File: src/rtl/refresh_scheduler_if.sv
// Command-bus handshake between the refresh scheduler, the command arbiter
// and the PHY-facing command stage.
interface refresh_scheduler_if;
  logic       ref_req;
  logic       ref_gnt;
  logic       cmd_valid;
  logic [1:0] cmd;
  logic       cmd_ready;

  modport master (
    output ref_req,
    output cmd_valid,
    output cmd,
    input  ref_gnt,
    input  cmd_ready
  );

  modport slave (
    input  ref_req,
    input  cmd_valid,
    input  cmd,
    output ref_gnt,
    output cmd_ready
  );
endinterface

File: src/rtl/refresh_scheduler.sv
// Refresh scheduler: counts owed refreshes, wins the command bus, issues
// PREA (if banks are open) then REF, honouring tRP/tRFC and draining backlog.
module refresh_scheduler #(
  parameter int unsigned MAX_PENDING = 8,
  parameter int unsigned PEND_W      = 4,
  parameter int unsigned TRP         = 3,
  parameter int unsigned TRFC        = 53
) (
  input  logic                  clk,
  input  logic                  rst_b,
  input  logic                  refresh_flag,
  input  logic                  all_banks_idle,
  refresh_scheduler_if.master   bus,
  output logic [PEND_W-1:0]     pending,
  output logic                  urgent,
  output logic                  ref_busy,
  output logic                  overflow
);

  localparam int unsigned TMAX = (TRP > TRFC) ? TRP : TRFC;
  localparam int unsigned TW   = $clog2(TMAX + 1);

  localparam logic [PEND_W-1:0] MAXP     = PEND_W'(MAX_PENDING);
  localparam logic [PEND_W-1:0] URG_LVL  = PEND_W'(MAX_PENDING - 1);
  localparam logic [1:0]        CMD_NOP  = 2'b00;
  localparam logic [1:0]        CMD_PREA = 2'b01;
  localparam logic [1:0]        CMD_REF  = 2'b10;

  typedef enum logic [2:0] {
    IDLE,
    REQ,
    PREA_CMD,
    WAIT_RP,
    REF_CMD,
    WAIT_RFC
  } state_e;

  state_e            state_q;
  logic [PEND_W-1:0] pending_q, pending_d;
  logic [TW-1:0]     timer_q;
  logic              ref_req_q;
  logic              cmd_valid_q;
  logic [1:0]        cmd_q;
  logic              overflow_q;
  logic              ref_hs;

  assign ref_hs = (state_q == REF_CMD) && cmd_valid_q && bus.cmd_ready;

  // Tick and REF handshake together cancel, even at saturation.
  always_comb begin
    pending_d = pending_q;
    if (refresh_flag && !ref_hs) begin
      if (pending_q != MAXP) pending_d = pending_q + PEND_W'(1);
    end else if (!refresh_flag && ref_hs) begin
      pending_d = pending_q - PEND_W'(1);
    end
  end

  always_ff @(posedge clk or negedge rst_b) begin
    if (!rst_b) begin
      state_q     <= IDLE;
      pending_q   <= '0;
      timer_q     <= '0;
      ref_req_q   <= 1'b0;
      cmd_valid_q <= 1'b0;
      cmd_q       <= CMD_NOP;
      overflow_q  <= 1'b0;
    end else begin
      pending_q <= pending_d;
      if (refresh_flag && (pending_q == MAXP)) overflow_q <= 1'b1;

      case (state_q)
        IDLE: begin
          if (pending_q != '0) begin
            state_q   <= REQ;
            ref_req_q <= 1'b1;
          end
        end
        REQ: begin
          if (bus.ref_gnt) begin
            cmd_valid_q <= 1'b1;
            if (all_banks_idle) begin
              state_q <= REF_CMD;
              cmd_q   <= CMD_REF;
            end else begin
              state_q <= PREA_CMD;
              cmd_q   <= CMD_PREA;
            end
          end
        end
        PREA_CMD: begin
          if (bus.cmd_ready) begin
            state_q     <= WAIT_RP;
            cmd_valid_q <= 1'b0;
            cmd_q       <= CMD_NOP;
            timer_q     <= TW'(TRP - 1);
          end
        end
        // Timer is loaded with delay-1 so the next command lands exactly
        // at handshake cycle + delay.
        WAIT_RP: begin
          if (timer_q == TW'(1)) begin
            state_q     <= REF_CMD;
            cmd_valid_q <= 1'b1;
            cmd_q       <= CMD_REF;
          end else begin
            timer_q <= timer_q - TW'(1);
          end
        end
        REF_CMD: begin
          if (bus.cmd_ready) begin
            state_q     <= WAIT_RFC;
            cmd_valid_q <= 1'b0;
            cmd_q       <= CMD_NOP;
            timer_q     <= TW'(TRFC - 1);
          end
        end
        WAIT_RFC: begin
          if (timer_q == TW'(1)) begin
            if (pending_q != '0) begin
              state_q     <= REF_CMD;
              cmd_valid_q <= 1'b1;
              cmd_q       <= CMD_REF;
            end else begin
              state_q   <= IDLE;
              ref_req_q <= 1'b0;
            end
          end else begin
            timer_q <= timer_q - TW'(1);
          end
        end
        default: begin
          state_q     <= IDLE;
          ref_req_q   <= 1'b0;
          cmd_valid_q <= 1'b0;
          cmd_q       <= CMD_NOP;
        end
      endcase
    end
  end

  assign bus.ref_req   = ref_req_q;
  assign bus.cmd_valid = cmd_valid_q;
  assign bus.cmd       = cmd_q;
  assign pending       = pending_q;
  assign urgent        = (pending_q >= URG_LVL);
  assign ref_busy      = (state_q != IDLE);
  assign overflow      = overflow_q;

endmodule

File: src/flat_wrapper.sv
// flat-port wrapper written by rule: the top's interface ports become plain ports
module refresh_scheduler_flat 
#(
  parameter int unsigned MAX_PENDING = 8,
  parameter int unsigned PEND_W      = 4,
  parameter int unsigned TRP         = 3,
  parameter int unsigned TRFC        = 53
)
  (clk, rst_b, refresh_flag, all_banks_idle, pending, urgent, ref_busy, overflow, bus_ref_req, bus_cmd_valid, bus_cmd, bus_ref_gnt, bus_cmd_ready);
  refresh_scheduler_if bus_i ();
  input  logic clk;
  input  logic rst_b;
  input  logic refresh_flag;
  input  logic all_banks_idle;
  output logic [PEND_W-1:0] pending;
  output logic urgent;
  output logic ref_busy;
  output logic overflow;
  output wire logic [$bits(bus_i.ref_req)-1:0] bus_ref_req;
  output wire logic [$bits(bus_i.cmd_valid)-1:0] bus_cmd_valid;
  output wire logic [$bits(bus_i.cmd)-1:0] bus_cmd;
  input wire logic [$bits(bus_i.ref_gnt)-1:0] bus_ref_gnt;
  input wire logic [$bits(bus_i.cmd_ready)-1:0] bus_cmd_ready;
  assign bus_ref_req = bus_i.ref_req;
  assign bus_cmd_valid = bus_i.cmd_valid;
  assign bus_cmd = bus_i.cmd;
  assign bus_i.ref_gnt = bus_ref_gnt;
  assign bus_i.cmd_ready = bus_cmd_ready;
  refresh_scheduler #(.MAX_PENDING(MAX_PENDING), .PEND_W(PEND_W), .TRP(TRP), .TRFC(TRFC)) u_core (.clk(clk), .rst_b(rst_b), .refresh_flag(refresh_flag), .all_banks_idle(all_banks_idle), .bus(bus_i), .pending(pending), .urgent(urgent), .ref_busy(ref_busy), .overflow(overflow));
endmodule
File: config.mk
export PLATFORM = sky130hd
export DESIGN_NAME = refresh_scheduler_flat
export DESIGN_NICKNAME = d
export VERILOG_FILES = /design/src/rtl/refresh_scheduler_if.sv /design/src/rtl/refresh_scheduler.sv /design/src/flat_wrapper.sv
export SDC_FILE = /design/constraint.sdc
export NUM_CORES = 1
export LEC_CHECK = 0
export CAP_MARGIN = 20
export CORE_MARGIN = 1.5
export CORE_UTILIZATION = 40
export CTS_BUF_LIST = sky130_fd_sc_hd__clkbuf_8
export CTS_CLUSTER_SIZE = 10
export DETAILED_ROUTE_END_ITERATION = 10
export GPL_TIMING_DRIVEN = 0
export SLEW_MARGIN = 20
export SYNTH_ARGS = -nofsm -noshare
export SYNTH_HDL_FRONTEND = slang
export SYNTH_SLANG_ARGS = --single-unit
export TNS_END_PERCENT = 1
File: constraint.sdc
create_clock -name clk -period 2.32 [get_ports clk]
set_clock_uncertainty 0.05 [all_clocks]
set_input_delay 0.348 -clock clk [delete_from_list [all_inputs] [get_ports clk]]
set_output_delay 0.348 -clock clk [all_outputs]
set_load 0.1 [all_outputs]
==> flow_metrics.env, run 1 <==
export IMPL_outcome="finished, final reports clean"
export IMPL_clock_latency_ps=250
export IMPL_htreeDepth=1
export IMPL_clock_path_buffers=2
export IMPL_path_clk_slew_ps=70
export IMPL_synth_edf_count=0
export IMPL_dp_hpwl_um=2120
export IMPL_num_io_pins=17
export IMPL_timing_hold_ws_ps=450
export IMPL_cap_violations=0
export IMPL_vias=1126
export IMPL_hp_class="register to register"
export IMPL_multi_input_area_um2=772
export IMPL_ctsRootBufferMaster="clkbuf_8"
export IMPL_postCtsSetupBuffers=0
export IMPL_ant_nets=0
export IMPL_grt_start_max_net_pins=19
export IMPL_syn_to_final_growth_pct=21.9
export IMPL_netlist_cell_type_count=52
export IMPL_slowest_delay_ps=840
export IMPL_overflow=0
export IMPL_grt_usage_pct=18.5
export IMPL_gp_congestion=0.929
export IMPL_worstSetupPathType="register to output pin"
export IMPL_num_antenna_cells=0
export IMPL_synthSimpleGateAreaFrac_pct=19.5
export IMPL_crit_chain="a31o_2 -> dlygate4sd2_1"
export IMPL_cp_max_fo=7
export IMPL_synth_seq_area_share_pct=34.6
export IMPL_relSlewSlack_pct=35.6
export IMPL_syn_area_um2=1300
export IMPL_async_flop_share_pct=100
export IMPL_fin_nets=160
export IMPL_fmaxAchievable_mhz=448
export IMPL_muxShareOfSynthArea_pct=5.19
export IMPL_grt_first_pass_wirelength_um=5050
export IMPL_rows=20
export IMPL_io_buffers=16
export IMPL_yosysWarnings=0
export IMPL_cts_tree="built"
export IMPL_required_ps=1920
export IMPL_core_um2=3080
export IMPL_avgSynthCellArea_um2=10.2
export IMPL_regArea_um2=452
export IMPL_ys_ff_latch=18
export IMPL_antenna_found_initial=0
export IMPL_synth_compound_area_share_pct=25.3
export IMPL_arrival_ps=1830
export IMPL_clkSinkCount=18
export IMPL_fill_cells=291
export IMPL_vias_per_cell=5.86
export IMPL_synthFlopType="dfrtp_1"
export IMPL_drcViolationCount=0
export IMPL_final_setup_tns_ps=0
export IMPL_synth_top_family_by_area="compound AO/OA/AOI/OAI gates"
export IMPL_wire_per_inst_um=15.4
export IMPL_crit_family="buffers and inverters"
export IMPL_finalCriticalPeriod_ps=2230
export IMPL_cts_buffers=3
export IMPL_fin_crit_sh_pct=96.2
export IMPL_drt_first_pass_iters=4
export IMPL_setup_viol_count_final=0
export IMPL_drt_total_wl_um=2950
export IMPL_dr_first_iter_drc_count=97
export IMPL_synth_xor_area_share_pct=2.02
export IMPL_drive_above_1_share_pct=16.2
export IMPL_dieArea_um2=3600
export IMPL_crit_buf_inv=1
export IMPL_start_kind="register"
export IMPL_synthAdderAreaFrac_pct=6.15
export IMPL_slowest_stage="dlygate4sd2_1"
export IMPL_die_width_um=60.0
export IMPL_grt_pass1_vias=1096
export IMPL_die_h_um=60.0
export IMPL_start_util_pct=42.3
export IMPL_cp_end_kind="output pin"
export IMPL_syn_num_nets=139
export IMPL_finalHoldViolations=0
export IMPL_worst_pin_slew_ps=964
export IMPL_rsz0062_at_grt="no"
export IMPL_slew_violations=0
export IMPL_fin_util_pct=51.5
export IMPL_synthCells=128
-- sequential cells by signal (all words and copies together) (netlist names) --
signal,cells
u_core.timer_q,6
u_core.pending,4
u_core.state_q,3
u_core.bus.cmd,2
u_core.bus.cmd_valid,1
u_core.bus.ref_req,1
u_core.overflow,1
-- cells in the mapped netlist, types with 3 or more instances --
cell type	number	share of area, %
a32o_1	3	2.3
o31ai_1	3	1.7
a21o_1	3	1.7
dfrtp_1	18	35
o211ai_1	5	2.9
nor3_1	4	1.5
o2bb2ai_1	3	2.0
a21oi_1	5	1.9
a31oi_1	3	1.4
ha_1	4	3.8
nand4_1	3	1.4
nor2_1	3	0.87
mux2i_1	3	2.3
buf_6	4	3.5
inv_1	11	3.2
nand2_1	7	2.0
-- worst paths after layout --
kind,from,to,slack [ps],cells after the start
max,u_core.pending[0]$_DFFE_PN0P_,urgent,90,2
min,u_core.overflow$_DFFE_PN0P_,u_core.overflow$_DFFE_PN0P_,450,1
max reg2reg,u_core.state_q[1]$_DFFE_PN0P_,u_core.pending[3]$_DFFE_PN0P_,210,8
min reg2reg,u_core.overflow$_DFFE_PN0P_,u_core.overflow$_DFFE_PN0P_,450,1
max in group asynchronous,rst_b,u_core.bus.cmd_valid$_DFFE_PN0P_,1140,1
min in group asynchronous,rst_b,u_core.pending[1]$_DFFE_PN0P_,520,1
-- cell usage in the layout (no fill, tap or decap), drive strengths merged, types with 3 or more instances in the layout --
cell type	instances
nand2	7
dfrtp	18
dlymetal6s2s	3
buf	5
mux2	3
nor2	3
nand3	3
nor4	4
o211ai	5
clkdlybuf4s50	9
o21ai	4
o2bb2ai	3
a21oi	5
clkbuf	5
a21o	3
ha	4
a31oi	4
nor3	4
inv	11
o31ai	3
mux2i	3
nand4	3
a32o	3
o22ai	3
dlygate4sd2	3
-- metrics by stage --
| step | instances | area [um^2] | worst slack (ps) |
|---|---|---|---|
| 6_report | 192 | 1590 | 87.3 |
| 3_5_place_dp | 188 | 1520 | -304 |
| 3_3_place_gp | 188 | 1520 | -254 |
| 4_1_cts | 192 | 1580 | -1.90 |
| 5_1_grt | 192 | 1590 | 25.0 |
| 2_1_floorplan | 128 | 1300 | 67.9 |
-- routing by layer --
| layer | share of wire (%) | track usage (%) | wire length, um |
|---|---|---|---|
| met4 | 0.68 | 7.62 | 20 |
| met3 | 4.0 | 2.81 | 117 |
| met1 | 46 | 25.1 | 1350 |
| met5 | 0 | 0 | 0 |
| met2 | 50 | 29.2 | 1460 |
-- repair_timing --
action | in CTS | in global routing
endpoints found under the setup margin | 5 | 4
hold buffers | 0 | 0
resized for setup | 5 | 7
endpoints found under the hold margin | 0 | 0
-- logic make-up (layout without fill, tap and decap cells) --
group,count (synthesis),after routing
AO/OA/AOI/OAI,43,43
AND/OR/NAND/NOR,36,36
flip-flops,18,18
buffers and inverters,16,36
adder cells (fa/ha/maj),6,6
XOR/XNOR,3,3
multiplexers,6,6
-- worst reg2reg max path, stage by stage, from the launching register on --
cell and delay (ps):
dfrtp_1 400, and2b_2 270, a31oi_4 200, inv_1 110, ha_1 280, a21o_1 170, a21o_1 210, o31ai_2 190
o22ai_1 90
-- area by class of cell --
type	count	share of cell area [%]
clock buffer	4	3.47
multi-input combinational	94	48.7
inverter	11	2.60
sequential	18	28.5
tap	44	3.47
timing repair buffer	16	10.0
buffer	5	3.31
Power of run 1 is not shown: default switching activity piles up to over one toggle a cycle in this logic, so the estimate is an artifact.
==> run 2: changes to the inputs <==
- RECOVER_POWER: not set -> 100
- clock period: 2.32 -> 2.7 ns (I/O delays scaled with it)
==> flow_metrics.env, run 2 (same netlist as run 1, synthesis figures left out) <==
export IMPL_setup_viol_count_final=0
export IMPL_pre_cts_ws_ps=-12.9
export IMPL_antenna_found_initial=0
export IMPL_vias=1112
export IMPL_wire_per_inst_um=15.1
export IMPL_clock_latency_ps=250
export IMPL_relSlewSlack_pct=31.2
export IMPL_worst_pin_slew_ps=1020
export IMPL_cap_violations=0
export IMPL_dieArea_um2=3600
export IMPL_use_met1_pct=26.5
export IMPL_fin_nets=160
export IMPL_die_width_um=60.0
export IMPL_top_usage_layer="met2"
export IMPL_grt_usage_pct=18.6
export IMPL_path_clk_slew_ps=70
export IMPL_cts_buffers=3
export IMPL_core_um2=3080
export IMPL_cp_max_fo=10
export IMPL_largest_reg_flops=6
export IMPL_dp_hpwl_um=2200
export IMPL_fin_ws_ps=105
export IMPL_die_h_um=60.0
export IMPL_ctsRootBufferMaster="clkbuf_8"
export IMPL_start_util_pct=42.3
export IMPL_slew_violations=0
export IMPL_fin_crit_sh_pct=96.1
export IMPL_fmaxAchievable_mhz=385
export IMPL_hp_class="register to register"
export IMPL_drt_total_wl_um=2900
export IMPL_cts_hold_buffers=0
export IMPL_postCtsSetupBuffers=0
export IMPL_grt_pass1_vias=1090
export IMPL_drcViolationCount=0
export IMPL_ant_nets=0
export IMPL_gr_usage_met3_pct=2.81
export IMPL_cp_end_kind="output pin"
export IMPL_finalCriticalPeriod_ps=2600
export IMPL_start_kind="register"
export IMPL_rsz0062_at_grt="no"
export IMPL_num_io_pins=17
export IMPL_grt_use_met2_pct=30.0
export IMPL_cts_resized=0
export IMPL_drt_first_pass_iters=4
export IMPL_arrival_ps=2140
export IMPL_vias_per_cell=5.79
export IMPL_outcome="finished, final reports clean"
export IMPL_dr_first_iter_drc_count=33
export IMPL_clkSinkCount=18
export IMPL_finalHoldViolations=0
export IMPL_clock_path_buffers=2
export IMPL_rows=20
export IMPL_final_cell_mix="dfrtp_1 (18), inv_1 (11), dlygate4sd3_1 (10)"
export IMPL_required_ps=2250
export IMPL_layout_commonest_cell="dfrtp_1"
export IMPL_grt_first_pass_wirelength_um=5170
export IMPL_syn_to_final_growth_pct=18.2
export IMPL_drive_above_1_share_pct=10.1
export IMPL_io_buffers=16
export IMPL_cts_tree="built"
export IMPL_final_setup_tns_ps=0
export IMPL_largest_register="u_core.timer_q"
export IMPL_overflow=0
export IMPL_num_antenna_cells=0
export IMPL_grt_start_max_net_pins=19
export IMPL_htreeDepth=1
export IMPL_worstSetupPathType="register to output pin"
export IMPL_gp_congestion=0.842
run 2: area by class of cell:
type	count	area (um^2)
Buffer	5	52.6
Clock buffer	4	55.1
Fill cell	298	1540
Inverter	11	41.3
Multi-Input combinational cell	94	723
Sequential cell	18	450
Tap cell	44	55.1
Timing Repair Buffer	16	160
run 2: worst paths after layout:
kind	end	start	cells past startpoint	slack, ps
min	u_core.overflow$_DFFE_PN0P_	u_core.overflow$_DFFE_PN0P_	1	430
max in group asynchronous	u_core.timer_q[5]$_DFFE_PN0P_	rst_b	1	1430
min in group asynchronous	u_core.state_q[0]$_DFFE_PN0P_	rst_b	1	650
min reg2reg	u_core.overflow$_DFFE_PN0P_	u_core.overflow$_DFFE_PN0P_	1	430
max reg2reg	u_core.pending[3]$_DFFE_PN0P_	u_core.state_q[1]$_DFFE_PN0P_	8	420
max	ref_busy	u_core.state_q[2]$_DFFE_PN0P_	4	100
run 2: critical path, cell delays in order (launching register included):
cell,delay [ps]
dfrtp_1,410
buf_6,150
inv_1,110
nand3_1,90
clkdlybuf4s50_1,1130
run 2: through the flow:
stage          utilization, %  instance area, um^2  hold slack (ps)  std cells
2_1_floorplan               -                 1300             59.4        128
3_3_place_gp             49.3                 1520              407        188
3_5_place_dp             49.3                 1520              414        188
4_1_cts                  51.1                 1570              431        192
5_1_grt                  50.0                 1540              463        192
6_report                 50.0                 1540              426        192
run 2: per-layer routing:
layer / wire [um] / part of all wire (%)
met5: 0 / 0
met4: 12 / 0.41
met3: 128 / 4.4
met2: 1390 / 48
met1: 1370 / 47
Power of run 2 is left out for the same reason.
==> run 3: changes to the inputs <==
- CORE_MARGIN: 1.5 -> 2
==> flow_metrics.env, run 3 (same netlist as run 1, synthesis figures left out) <==
export IMPL_start_util_pct=42.3
export IMPL_postCtsSetupBuffers=0
export IMPL_rows=20
export IMPL_ant_nets=0
export IMPL_ctsRootBufferMaster="clkbuf_8"
export IMPL_gp_congestion=0.837
export IMPL_vias_per_cell=5.76
export IMPL_cts_hold_buffers=0
export IMPL_clkSinkCount=18
export IMPL_final_cell_mix="dfrtp_1 (18), dlygate4sd3_1 (12), inv_1 (11)"
export IMPL_hp_class="register to register"
export IMPL_cts_resized=0
export IMPL_finalHoldViolations=0
export IMPL_final_setup_tns_ps=0
export IMPL_relSlewSlack_pct=27.1
export IMPL_timing_hold_ws_ps=420
export IMPL_outcome="finished, final reports clean"
export IMPL_fmaxAchievable_mhz=384
export IMPL_fin_util_pct=49.7
export IMPL_finalCriticalPeriod_ps=2600
export IMPL_start_kind="register"
export IMPL_crit_buf_inv=3
export IMPL_die_width_um=61.0
export IMPL_crit_family="buffers and inverters"
export IMPL_dieArea_um2=3730
export IMPL_drcViolationCount=0
export IMPL_clock_path_buffers=2
export IMPL_path_clk_slew_ps=70
export IMPL_slowest_stage="clkdlybuf4s50_1"
export IMPL_overflow=0
export IMPL_cp_end_kind="output pin"
export IMPL_num_antenna_cells=0
export IMPL_worstSetupPathType="register to output pin"
export IMPL_die_h_um=61.0
export IMPL_wl_met1_um=1410
export IMPL_largest_reg_flops=6
export IMPL_wire_per_inst_um=15.1
export IMPL_cap_violations=0
export IMPL_crit_chain="buf_6 -> inv_1 -> nand3_1 -> clkdlybuf4s50_1"
export IMPL_setup_viol_count_final=0
export IMPL_clock_latency_ps=260
export IMPL_drt_total_wl_um=2900
export IMPL_core_um2=3080
export IMPL_drive_above_1_share_pct=10.1
export IMPL_slew_violations=0
export IMPL_vias=1105
export IMPL_fin_cells=192
export IMPL_dpl_cell_count=188
export IMPL_syn_to_final_growth_pct=17.5
export IMPL_io_buffers=16
export IMPL_cts_tree="built"
export IMPL_worst_pin_slew_ps=1080
export IMPL_rsz0062_at_grt="no"
export IMPL_largest_register="u_core.timer_q"
export IMPL_fin_crit_sh_pct=96.4
export IMPL_cp_max_fo=10
export IMPL_dr_first_iter_drc_count=50
export IMPL_fin_nets=160
export IMPL_htreeDepth=1
export IMPL_num_io_pins=17
export IMPL_required_ps=2250
export IMPL_routed_wl_met3_um=91
export IMPL_dp_hpwl_um=2200
export IMPL_grt_first_pass_wirelength_um=4940
export IMPL_drt_first_pass_iters=4
export IMPL_arrival_ps=2150
export IMPL_slowest_delay_ps=1130
export IMPL_highest_layer="met4"
export IMPL_antenna_found_initial=0
export IMPL_cts_buffers=3
export IMPL_dr_wl_met2_um=1390
export IMPL_r2r_setup_slack_ps=380
export IMPL_grt_usage_pct=17.6
export IMPL_grt_pass1_vias=1001
export IMPL_layout_commonest_cell="dfrtp_1"
export IMPL_grt_start_max_net_pins=19
==> run 3: path summary, 6_finish.rpt <==
check,from,to,depth (start not counted)
max in group asynchronous,rst_b,u_core.timer_q[3]$_DFFE_PN0P_,1
min,u_core.overflow$_DFFE_PN0P_,u_core.overflow$_DFFE_PN0P_,1
max,u_core.state_q[2]$_DFFE_PN0P_,ref_busy,4
min reg2reg,u_core.overflow$_DFFE_PN0P_,u_core.overflow$_DFFE_PN0P_,1
min in group asynchronous,rst_b,u_core.state_q[0]$_DFFE_PN0P_,1
max reg2reg,u_core.timer_q[2]$_DFFE_PN0P_,u_core.timer_q[1]$_DFFE_PN0P_,5
==> run 3: worst register-to-register path, stage by stage, from the launching register on <==
cell	delay, ps
dfrtp_1	370
buf_6	130
nor4_1	880
nand3_4	200
and2_0	240
mux2_1	320
==> run 3: area by class of cell <==
type | instances | area (um^2)
tap | 44 | 55.1
multi-input combinational | 94 | 714
inverter | 11 | 41.3
clock buffer | 4 | 55.1
fill | 310 | 1550
buffer | 5 | 52.6
sequential | 18 | 450
timing repair buffer | 16 | 160
==> run 3: layer usage <==
layer,up-vias,track usage [%]
met1,545,25.0
met4,0,4.97
met3,2,2.94
met2,22,27.5
met5,-,0
li1,536,-
==> run 3: per-stage QoR <==
step	setup WS, ps	cell area, um^2
6_report	97.3	1530
5_1_grt	18.9	1530
4_1_cts	90.8	1570
3_5_place_dp	3.77	1520
3_3_place_gp	27.9	1520
2_1_floorplan	295	1300
Power of run 3 is left out for the same reason.
